### config.mk
export PLATFORM = sky130hd
export DESIGN_NAME = io_port_unit
export DESIGN_NICKNAME = d
export VERILOG_FILES = /design/src/rtl/io_port_unit.sv
export SDC_FILE = /design/constraint.sdc
export NUM_CORES = 1
export LEC_CHECK = 0
export CAP_MARGIN = 20
export CORE_MARGIN = 3
export CORE_UTILIZATION = 35
export CTS_BUF_LIST = sky130_fd_sc_hd__clkbuf_8
export DETAILED_ROUTE_END_ITERATION = 12
export GPL_TIMING_DRIVEN = 1
export PLACE_DENSITY_LB_ADDON = 0.1
export SLEW_MARGIN = 20
export SYNTH_ARGS = -nofsm -noshare
export SYNTH_HDL_FRONTEND = slang
export SYNTH_SLANG_ARGS = --single-unit
### constraint.sdc
create_clock -name clock -period 2.55 [get_ports clock]
set_input_delay 0.51 -clock clock [delete_from_list [all_inputs] [get_ports clock]]
set_output_delay 0.51 -clock clock [all_outputs]
set_load 0.01 [all_outputs]
### src/rtl/io_port_unit.sv
`default_nettype none
// ============================================================================
// Module      : io_port_unit
// Description : Memory-mapped I/O port block. It holds N_OUT 32-bit output
//               registers and N_IN synchronized input ports, and has a
//               round-robin double-dabble converter that keeps a decimal BCD
//               image of every output port for display.
// Revision    : 1.0 - initial release
// ============================================================================
module io_port_unit #(
  parameter int N_OUT  = 3,
  parameter int N_IN   = 2,
  parameter int IN_W   = 5,
  parameter int DIGITS = 2
) (
  input  logic                         clock,
  input  logic                         resetn,
  input  logic                         wr_en,
  input  logic                         rd_en,
  input  logic [31:0]                  addr,
  input  logic [31:0]                  wdata,
  input  logic                         hold,
  input  logic [N_IN*IN_W-1:0]         in_port,
  output logic [31:0]                  rdata,
  output logic [N_OUT*32-1:0]          out_port,
  output logic [N_OUT*DIGITS*4-1:0]    bcd,
  output logic                         bcd_valid
);

  localparam int              PW         = (N_OUT > 1) ? $clog2(N_OUT) : 1;
  localparam int              BW         = DIGITS * 4;
  localparam logic [31:0]     C_MAX_VAL  = 32'(10**DIGITS - 1);
  localparam logic [PW-1:0]   C_LAST_P   = PW'(N_OUT - 1);
  localparam logic [4:0]      C_LAST_CNT = 5'd31;

  typedef enum logic [1:0] {
    S_IDLE  = 2'd0,
    S_LOAD  = 2'd1,
    S_SHIFT = 2'd2,
    S_STORE = 2'd3
  } state_t;

  // --------------------------------------------------------------------------
  // Address decode: the I/O window is 0x80..0xFF, one word per port.
  // --------------------------------------------------------------------------
  logic       io_sel;
  logic [4:0] io_idx;
  logic       unused_addr_lsb;

  assign io_sel          = (addr[31:8] == 24'd0) && addr[7];
  assign io_idx          = addr[6:2];
  assign unused_addr_lsb = ^addr[1:0];

  // --------------------------------------------------------------------------
  // Bus-side state
  // --------------------------------------------------------------------------
  logic [31:0]            out_q   [N_OUT];
  logic [31:0]            out_d   [N_OUT];
  logic [N_IN*IN_W-1:0]   sync1_q, sync1_d;
  logic [N_IN*IN_W-1:0]   sync2_q, sync2_d;
  logic [31:0]            rdata_q, rdata_d;

  // Next-state for output registers, input synchronizers and load data.
  always_comb begin
    for (int k = 0; k < N_OUT; k++) begin
      out_d[k] = out_q[k];
      if (wr_en && io_sel && (io_idx == 5'(k))) begin
        out_d[k] = wdata;
      end
    end
    sync1_d = in_port;
    sync2_d = sync1_q;
    rdata_d = rdata_q;
    if (rd_en) begin
      rdata_d = 32'd0;
      if (io_sel) begin
        for (int k = 0; k < N_IN; k++) begin
          if (io_idx == 5'(k)) begin
            rdata_d = 32'(sync2_q[k*IN_W +: IN_W]);
          end
        end
      end
    end
  end

  // Bus-side registers with synchronous active-low reset.
  always_ff @(posedge clock) begin
    if (!resetn) begin
      for (int k = 0; k < N_OUT; k++) begin
        out_q[k] <= 32'd0;
      end
      sync1_q <= '0;
      sync2_q <= '0;
      rdata_q <= 32'd0;
    end else begin
      for (int k = 0; k < N_OUT; k++) begin
        out_q[k] <= out_d[k];
      end
      sync1_q <= sync1_d;
      sync2_q <= sync2_d;
      rdata_q <= rdata_d;
    end
  end

  // --------------------------------------------------------------------------
  // BCD converter
  // --------------------------------------------------------------------------
  state_t             state_q, state_d;
  logic [PW-1:0]      p_q, p_d;
  logic [4:0]         cnt_q, cnt_d;
  logic [31:0]        shift_q, shift_d;
  logic [BW-1:0]      scratch_q, scratch_d;
  logic [BW-1:0]      bcd_q [N_OUT];
  logic [BW-1:0]      bcd_d [N_OUT];
  logic               bcd_valid_q, bcd_valid_d;

  logic [31:0]        cur_val;
  logic [31:0]        sat_val;
  logic [BW-1:0]      dd_adj;
  logic               unused_dd_msb;

  // Select the port being converted and clamp it to what DIGITS can show.
  always_comb begin
    cur_val = 32'd0;
    for (int k = 0; k < N_OUT; k++) begin
      if (p_q == PW'(k)) begin
        cur_val = out_q[k];
      end
    end
    sat_val = (cur_val > C_MAX_VAL) ? C_MAX_VAL : cur_val;
  end

  // Double-dabble correction: add 3 to every digit of 5 or more.
  always_comb begin
    dd_adj = '0;
    for (int d = 0; d < DIGITS; d++) begin
      if (scratch_q[d*4 +: 4] >= 4'd5) begin
        dd_adj[d*4 +: 4] = scratch_q[d*4 +: 4] + 4'd3;
      end else begin
        dd_adj[d*4 +: 4] = scratch_q[d*4 +: 4];
      end
    end
  end

  // The saturated value always fits in DIGITS digits, so the top bit
  // shifted out of the scratch is always zero.
  assign unused_dd_msb = dd_adj[BW-1];

  // Converter next-state and datapath.
  always_comb begin
    state_d     = state_q;
    p_d         = p_q;
    cnt_d       = cnt_q;
    shift_d     = shift_q;
    scratch_d   = scratch_q;
    bcd_valid_d = bcd_valid_q;
    for (int k = 0; k < N_OUT; k++) begin
      bcd_d[k] = bcd_q[k];
    end

    case (state_q)
      S_IDLE: begin
        if (!hold) begin
          state_d = S_LOAD;
        end
      end
      S_LOAD: begin
        shift_d   = sat_val;
        scratch_d = '0;
        cnt_d     = 5'd0;
        state_d   = S_SHIFT;
      end
      S_SHIFT: begin
        scratch_d = {dd_adj[BW-2:0], shift_q[31]};
        shift_d   = {shift_q[30:0], 1'b0};
        cnt_d     = cnt_q + 5'd1;
        if (cnt_q == C_LAST_CNT) begin
          state_d = S_STORE;
        end
      end
      S_STORE: begin
        for (int k = 0; k < N_OUT; k++) begin
          if (p_q == PW'(k)) begin
            bcd_d[k] = scratch_q;
          end
        end
        if (p_q == C_LAST_P) begin
          p_d         = '0;
          bcd_valid_d = 1'b1;
        end else begin
          p_d = p_q + 1'b1;
        end
        state_d = S_IDLE;
      end
      default: begin
        state_d = S_IDLE;
      end
    endcase
  end

  // Converter registers; reset aborts any conversion without a STORE.
  always_ff @(posedge clock) begin
    if (!resetn) begin
      state_q     <= S_IDLE;
      p_q         <= '0;
      cnt_q       <= 5'd0;
      shift_q     <= 32'd0;
      scratch_q   <= '0;
      bcd_valid_q <= 1'b0;
      for (int k = 0; k < N_OUT; k++) begin
        bcd_q[k] <= '0;
      end
    end else begin
      state_q     <= state_d;
      p_q         <= p_d;
      cnt_q       <= cnt_d;
      shift_q     <= shift_d;
      scratch_q   <= scratch_d;
      bcd_valid_q <= bcd_valid_d;
      for (int k = 0; k < N_OUT; k++) begin
        bcd_q[k] <= bcd_d[k];
      end
    end
  end

  // --------------------------------------------------------------------------
  // Outputs
  // --------------------------------------------------------------------------
  generate
    for (genvar k = 0; k < N_OUT; k++) begin : g_out_ports
      assign out_port[k*32 +: 32] = out_q[k];
      assign bcd[k*BW +: BW]      = bcd_q[k];
    end
  endgenerate

  assign rdata     = rdata_q;
  assign bcd_valid = bcd_valid_q;

endmodule
`default_nettype wire

==> results of run 1 <==
logic make-up after synthesis:
kind of cell / share of synthesized area
AOI/OAI and AO/OA: 0.0913
xor gates and xnor gates: 0.00208
adders and majority gates: 0.0149
buffers and inverters: 0.0632
DFF: 0.464
muxes: 0.144
other: 0.000446
and+or+nand+nor: 0.220
cell usage after synthesis, drive strengths merged (2+ instances only):
master	count
dfxtp	195
nor2b	129
mux2i	121
buf	45
nand2	41
clkbuf	38
nand3	36
a21boi	35
and2	26
a21oi	23
nor2	23
nor4	20
ha	10
inv	10
nand2b	9
nor3	8
o2bb2ai	8
a22o	6
nor4b	5
or3	5
o211ai	4
o21ai	4
o22ai	4
o41ai	4
a211o	3
nand4	3
nor3b	3
a221oi	2
a22oi	2
a32oi	2
nand3b	2
o31ai	2
xnor2	2
how the worst max path moves through the flow:
stage                  start                        end  slack (ns)
CTS                 addr[10]  out_q[0][32]$_SDFFE_PN0P_        0.35
floorplan            addr[5]  out_q[0][65]$_SDFFE_PN0P_        0.41
detailed placement  addr[10]  out_q[0][94]$_SDFFE_PN0P_       -0.16
finish              addr[10]  out_q[0][32]$_SDFFE_PN0P_        0.32
global route        addr[10]  out_q[0][93]$_SDFFE_PN0P_        0.20
global placement    addr[10]  out_q[0][90]$_SDFFE_PN0P_       -0.17
per-layer routing:
metal,vias up,track usage
li1,3231,-
met1,2988,0.238
met2,155,0.276
met3,10,0.0449
met4,0,0.0375
met5,-,0
layout make-up:
cell class | instances | area, µm² | share of cell area
clock inverter | 14 | 166 | 0.0150
sequential | 195 | 3900 | 0.353
clock buffer | 18 | 248 | 0.0224
inverter | 10 | 37.5 | 0.00339
timing repair buffer | 224 | 2230 | 0.202
tap | 319 | 399 | 0.0361
multi-input combinational | 582 | 4080 | 0.369
report_power, final:
part / switching (mW) / internal [mW] / total [mW]
Combinational: 0.615 / 0.392 / 1.01
Sequential: 0.0413 / 3.10 / 3.14
Clock: 1.23 / 0.857 / 2.09
flip-flops by register name (all words and copies together) (netlist names), 5 cells and up:
signal,cells
sync1_q,10
bcd_q,24
rdata,5
scratch_q,8
sync2_q,10
out_q,96
shift_q,32
cnt_q,5
worst max-delay path: stages:
cell             delay (ns)
clkdlybuf4s50_1        0.45
nor4_1                 0.36
nand4_2                0.28
nor4_4                 0.41
buf_12                 0.27
mux2i_1                0.23
nor2b_1                0.06
metrics by stage:
step | hold slack, ns | util
floorplan | 0.406 | -
global placement | 0.414 | 0.453
detailed placement | 0.414 | 0.453
CTS | 0.411 | 0.470
global route | 0.439 | 0.470
finish | 0.437 | 0.470
==> metrics.txt, run 1 <==
Crit path required time=2.90 ns; worst skew pair latency=around 0.46 ns; warnings from Yosys=0; RR Endpoint=shift_q[4]$_SDFFE_PN0P_; pre-CTS WS=-0.161 ns; Avg Vias per Cell=about 4.7; initial antenna violation count=0; clock root buffer master=clkbuf_8; crit share post-route=0.874; share of cells above drive strength 1=0.0604; Max Used Layer=met4; hold endpoint=sync2_q[3]$_SDFF_PN0_; DR iter-0 viols=around 350; hpwl dp=~16 mm; Max Slew Vio Count=0; die extent in y=161 µm; Post-Synthesis Cells=between 800 and 900; Area Overhead vs Synth=31.6%; #FFs+latches synth=195; main area contributors after synthesis=dfxtp_1, mux2i_1, nor2b_1; met1 WL=11.0 mm; Die W=approximately 160 µm; crit end category=register; Initial Util=0.357; core area=23500 µm²; pin count of the biggest net entering global routing=between 70 and 80; cell taking the most area after synthesis=dfxtp_1; Overflow after GRT=0; CP max FO=24; cts bufs inserted=17; post-synthesis sequential area ratio=0.464; total track usage=0.173; Finished Cell Area=around 11000 µm²; Resized cells post-CTS=0; WL met2=10.4 mm; Hold Path Origin=sync1_q[3]$_SDFF_PN0_; clk slew on worst S/H paths=about 0.10 ns; Worst Setup Start Kind=primary input; share of the synthesized area in the top cell type=0.464; wire per inst=between 15 and 20 µm; Synth cell types=55; min cycle time layout=approximately 2.2 ns; Avg Inst Size Synth=between 9 and 10 µm²; Post-route DRC=0; reg-to-reg startpoint=out_q[0][71]$_SDFFE_PN0P_; setup tns final=0 ns; LEAKAGE=approximately 3.7 nW; port bufs=202; Routed Antenna Nets=0; Netlist Area Pre-Place=between 8000 and 9000 µm²; CTS tree=yes; Placed Cells=1330; DR WL met3=approximately 1.2 mm; die area=around 26000 µm²; Finished Layout Cells=between 1000 and 1500; most frequently used flop master after synthesis=dfxtp_1; dpl cell area=around 11000 µm²; reg2reg path depth=5; gp weighted congestion=0.756; Worst Tran Pin Value=0.677 ns; Post-Route WL=22.7 mm; Worst Skew=about 0.017 ns; postcts setup bufs=0; Boundary Pins=~230; Final Power=~6.2 mW; RSZ-0062 raised after global routing=no; row cnt=56; VDD IR max=about 300 µV; pwr dens=563 nW/µm²; Finish-stage setup viols=0; CTS Buffer Depth=2; clk sink count=195; hold buffer count at CTS=0; crit path DAT=about 2.6 ns; most frequent cells in the layout=clkdlybuf4s50_1, dfxtp_1, nor2b_1, mux2i_1, nand2_1; status=completed; Post-synth EDFFs=0; Max Cap Violations=0; Fmax=between 400 and 500 MHz; vias in the first global route=5997; fin worst setup slack=approximately 0.32 ns; final hold vios=0; nets@finish=1119; first-pass GRT wire length=approximately 35 mm; most common cell after layout, fill and taps aside=clkdlybuf4s50_1; asr flop ratio synth=0; flop2flop setup slack=~0.42 ns; # fillers=2257; CP Class=primary input to register; worst hold stages=1; via count=approximately 6400; Hold/Removal Path Class=register to register; CTS H-tree depth=4; slew margin rel.=0.547; drt pass-1 iters=4; Antenna Cells=0
No activity file was read; power rests on OpenSTA's default activity.
==> inputs of run 2 (changes only) <==
--- a/config.mk
+++ b/config.mk
@@ -10,9 +10,9 @@
 export CORE_UTILIZATION = 35
 export CTS_BUF_LIST = sky130_fd_sc_hd__clkbuf_8
 export DETAILED_ROUTE_END_ITERATION = 12
-export GPL_TIMING_DRIVEN = 1
+export GPL_TIMING_DRIVEN = 0
 export PLACE_DENSITY_LB_ADDON = 0.1
-export SLEW_MARGIN = 20
+export SLEW_MARGIN = 30
 export SYNTH_ARGS = -nofsm -noshare
 export SYNTH_HDL_FRONTEND = slang
 export SYNTH_SLANG_ARGS = --single-unit
==> run 2 against run 1 <==
Effect of this change: count of clock-buffer cells in the layout stayed put; die area unchanged; fmax down 10%; via count rose by 4.4%; worst hold slack got worse by 0.011 ns.
==> metrics.txt, run 2 (same netlist as run 1, synthesis figures left out) <==
DR iter-0 viols=between 300 and 400; initial antenna violation count=0; Hold/Removal Path Class=primary input to register; Post-route DRC=0; first-pass GRT wire length=38.5 mm; Fmax=a little over 400 MHz; VDD IR max=roughly 300 µV; Worst Skew=approximately 0.014 ns; Area Overhead vs Synth=34.8%; CP Class=primary input to register; clk sink count=between 150 and 200; core area=between 20000 and 25000 µm²; Max Slew Vio Count=0; Worst Setup Start Kind=primary input; worst hold stages=3; dpl cell area=between 10000 and 15000 µm²; drt pass-1 iters=4; slowest stage cell on the critical path=nor4_4; vias in the first global route=6396; LEAKAGE=around 3.8 nW; flop2flop setup slack=0.25 ns; crit path DAT=around 2.9 ns; RSZ-0062 raised after global routing=no; crit end category=register; clk slew on worst S/H paths=~0.11 ns; wire per inst=~18 µm; via count=6662; Boundary Pins=approximately 230; Worst Tran Pin Value=0.759 ns; CTS H-tree depth=4; die area=about 26000 µm²; most common cell after layout, fill and taps aside=clkdlybuf4s50_1; # fillers=between 2000 and 2500; CP Cell Sequence=clkdlybuf4s50_1 -> or3_4 -> or3b_4 -> nor4_4 -> buf_6 -> mux2i_1 -> nor2b_1; slew margin rel.=0.494; Finished Layout Cells=between 1000 and 1500; total track usage=0.194; Final Power=~6.3 mW; final hold vios=0; Hold Path Origin=rd_en; most frequent cells in the layout=clkdlybuf4s50_1, dfxtp_1, nor2b_1, mux2i_1, nand2_1; Die W=roughly 160 µm; cts bufs inserted=17; CTS Buffer Depth=2; worst skew pair latency=0.47 ns; Finish-stage setup viols=0; Crit path required time=between 2 and 3 ns; status=completed; min cycle time layout=~2.5 ns; gp weighted congestion=0.800; Worst path max stage delay=0.57 ns; WHS=0.426 ns; Post-Route WL=about 25 mm; max reg flops=96; port bufs=200; CTS tree=yes; Routed Antenna Nets=0; crit share post-route=0.975; RR Endpoint=shift_q[3]$_SDFFE_PN0P_; hold buffer count at CTS=0; share of cells above drive strength 1=0.0796; pin count of the biggest net entering global routing=19; Max Cap Violations=0; Overflow after GRT=0; Largest Register=out_q; Largest regs=out_q: 96 flops, shift_q: 32 flops, bcd_q: 24 flops; Initial Util=0.357; hpwl dp=19.3 mm; row cnt=56; reg-to-reg startpoint=p_q[0]$_SDFFE_PN0P_; hold endpoint=rdata[4]$_SDFFE_PN0P_; reg2reg path depth=7; Placed Cells=roughly 1400; clock root buffer master=clkbuf_8; die extent in y=roughly 160 µm; nets@finish=between 1000 and 1500; Avg Vias per Cell=between 4 and 5; pwr dens=roughly 550 nW/µm²; Finished Cell Area=approximately 11000 µm²; CP max FO=10
-- run 2: cell types whose count changed in the layout (fill, tap and decap cells not counted), sizes merged --
cell           delta
clkbuf           +39
buf              +25
clkinv            -5
clkinvlp          +4
clkdlybuf4s50     -1
diode             +1
-- run 2: layer usage --
layer,GRT usage,part of all wire
met2,0.299,0.44
met4,0.0461,0.011
met3,0.0508,0.063
met1,0.272,0.48
met5,0,0
-- run 2: layout make-up --
class,count,area [µm²],share of cell area
inverters,10,37.5,0.00331
clock buffers,18,248,0.0219
repair buffers,204,2030,0.179
plain buffers,83,498,0.0439
diodes,1,2.50,0.000221
well taps,319,399,0.0352
clock inverters,13,143,0.0126
flip-flops and latches,195,3900,0.344
multi-input cells,582,4070,0.359
-- run 2: worst max path at each step --
stage,from,end,cells past startpoint
2_1_floorplan,addr[5],out_q[0][65]$_SDFFE_PN0P_,6
3_3_place_gp,addr[10],out_q[0][75]$_SDFFE_PN0P_,7
3_5_place_dp,addr[10],out_q[0][59]$_SDFFE_PN0P_,7
4_1_cts,state_q[0]$_SDFFE_PN0P_,shift_q[4]$_SDFFE_PN0P_,9
5_1_grt,addr[5],out_q[0][93]$_SDFFE_PN0P_,7
6_report,addr[5],out_q[0][83]$_SDFFE_PN0P_,7
-- run 2: what timing repair did --
action,in CTS,in global routing
gates resized for setup,0,5
buffers inserted,0,4
hold endpoints to repair,0,0
endpoints found under the setup margin,0,74
-- run 2: per-stage QoR --
step	setup slack [ns]	utilization	setup TNS (ns)
floorplan	0.412	-	0
global placement	-0.378	0.463	-32.44
detailed placement	-0.435	0.463	-38.17
CTS	0.00224	0.480	0
global route	0.00231	0.481	0
finish	0.0644	0.482	0
-- run 2: report_power, final --
group | leakage (nW) | internal [mW] | switching, mW
clock network | 0.188 | 0.836 | 1.20
registers | 1.57 | 3.10 | 0.0358
logic | 2.07 | 0.414 | 0.688
total | 3.83 | 4.35 | 1.92
-- run 2: worst max-delay path, delay by kind of cell --
kind	cells	cell delay, ns
and+or+nand+nor	4	1.42
buffers and inverters	2	0.71
muxes	1	0.20
==> inputs of run 3 (changes only) <==
--- a/config.mk
+++ b/config.mk
@@ -10,6 +10,7 @@
 export CORE_UTILIZATION = 35
 export CTS_BUF_LIST = sky130_fd_sc_hd__clkbuf_8
 export DETAILED_ROUTE_END_ITERATION = 12
+export DONT_BUFFER_PORTS = 1
 export GPL_TIMING_DRIVEN = 0
 export PLACE_DENSITY_LB_ADDON = 0.1
 export SLEW_MARGIN = 30
==> run 3 against run 2 <==
Effect of this change: sequential share of layout area increased by 7.4 points; final area decreased by 18%; critical path type is now register to register; largest cell class unchanged; critical path depth did not move.
==> metrics.txt, run 3 (same netlist as run 1, synthesis figures left out) <==
status=completed; Die W=161 µm; Post-Route WL=between 20 and 25 mm; first-pass GRT wire length=about 37 mm; Routed Antenna Nets=0; initial antenna violation count=1; final hold vios=0; Initial Util=0.357; Largest regs=out_q: 96 flops, shift_q: 32 flops, bcd_q: 24 flops; wire per inst=between 20 and 25 µm; crit path DAT=2.70 ns; Final Power=a little over 6 mW; CP max FO=10; max reg flops=96; CTS Buffer Depth=2; CTS tree=yes; Worst Skew=between 0.02 and 0.025 ns; Antenna Cells=0; Worst Setup Start Kind=register; postcts setup bufs=0; clock root buffer master=clkbuf_8; clk sink count=a little under 200; Fmax=roughly 430 MHz; Hold/Removal Path Class=primary input to register; Area Overhead vs Synth=10.9%; Worst Tran Pin Value=about 0.72 ns; DR iter-0 viols=258; port bufs=0; WL met2=roughly 11 mm; dpl cell area=8910 µm²; crit share post-route=0.913; core area=roughly 24000 µm²; Placed Cells=about 1200; met1 WL=approximately 11 mm; Boundary Pins=232; pin count of the biggest net entering global routing=20; cts bufs inserted=17; drt pass-1 iters=4; slew margin rel.=0.519; min cycle time layout=~2.3 ns; share of cells above drive strength 1=0.0953; row cnt=56; # fillers=about 2400; LEAKAGE=3.12 nW; reg2reg path depth=7; RSZ-0062 raised after global routing=no; VDD IR max=roughly 250 µV; clk slew on worst S/H paths=0.11 ns; Crit path required time=2.92 ns; via count=5942; CTS H-tree depth=4; Max Cap Violations=0; Post-route DRC=0; worst skew pair latency=about 0.48 ns; Largest Register=out_q; pwr dens=around 660 nW/µm²; Overflow after GRT=0; Max Slew Vio Count=0; Finished Cell Area=a little over 9000 µm²; most common cell after layout, fill and taps aside=dfxtp_1; gp weighted congestion=just under 0.8; Finish-stage setup viols=0; worst hold stages=1; Max Used Layer=met4; hold buffer count at CTS=0; vias in the first global route=~5600; crit end category=register; die area=25900 µm²; Avg Vias per Cell=4.87; most frequent cells in the layout=dfxtp_1, nor2b_1, mux2i_1, nand2_1; nets@finish=around 980; Finished Layout Cells=between 1000 and 1500; die extent in y=161 µm; CP Class=register to register; hpwl dp=18.6 mm; DR WL met3=about 1.7 mm; total track usage=0.188
-- run 3: cell count changes in the layout (fill, tap and decap cells not counted), moves of 2 or more --
cell             change
buf_4                -4
clkdlybuf4s50_1    -200
clkinv_4             +2
clkinv_8             +2
clkinvlp_4           -3
-- run 3: cell type report --
cell class / count / area (µm²) / share of cell area
clock buffers: 18 / 248 / 0.0266
clock inverters: 14 / 164 / 0.0176
inverters: 10 / 37.5 / 0.00403
well taps: 319 / 399 / 0.0428
multi-input cells: 582 / 4070 / 0.437
plain buffers: 83 / 499 / 0.0535
flip-flops and latches: 195 / 3900 / 0.419
-- run 3: timing repair --
| action | 4_1_cts | 5_1_grt |
|---|---|---|
| hold endpoints to repair | 0 | 0 |
| resized for setup | 1 | 5 |
| endpoints found under the setup margin | 2 | 4 |
-- run 3: per-stage QoR --
stage                     worst slack (ns)  utilization  TNS (ns)  hold slack (ns)
after CTS                            0.138        0.396         0            0.112
after global placement             -0.0335        0.378   -0.0409            0.411
after global routing                0.0311        0.396         0            0.111
after floorplan                      0.412            -         0            0.406
after detailed placement          -0.00761        0.378   -0.0107            0.413
final                                0.222        0.396         0            0.154
-- run 3: final timing paths --
| path | startpoint | end | slack [ns] |
|---|---|---|---|
| worst max-delay path | p_q[0]$_SDFFE_PN0P_ | shift_q[3]$_SDFFE_PN0P_ | 0.22 |
| worst min-delay path | in_port[9] | sync1_q[9]$_SDFF_PN0_ | 0.15 |
| worst max register to register | p_q[0]$_SDFFE_PN0P_ | shift_q[3]$_SDFFE_PN0P_ | 0.22 |
| worst min register to register | sync1_q[3]$_SDFF_PN0_ | sync2_q[3]$_SDFF_PN0_ | 0.43 |
-- run 3: where the power goes --
part | internal [mW] | switching (mW) | leakage, nW
combinational | 0.318 | 0.648 | 1.34
sequential | 3.10 | 0.0349 | 1.57
clock | 0.853 | 1.24 | 0.207
-- run 3: layer usage --
metal  GRT usage  vias to the layer above
met1       0.255                     2791
li1            -                     2960
met5           0                        -
met4      0.0387                        0
met2       0.300                      178
met3      0.0533                       13
-- run 3: critical path: stages, from the launching register on --
cell	delay, ns
dfxtp_1	0.32
buf_2	0.27
buf_2	0.37
buf_2	0.35
a21oi_1	0.12
o21bai_1	0.23
nand4_1	0.20
o41ai_1	0.37
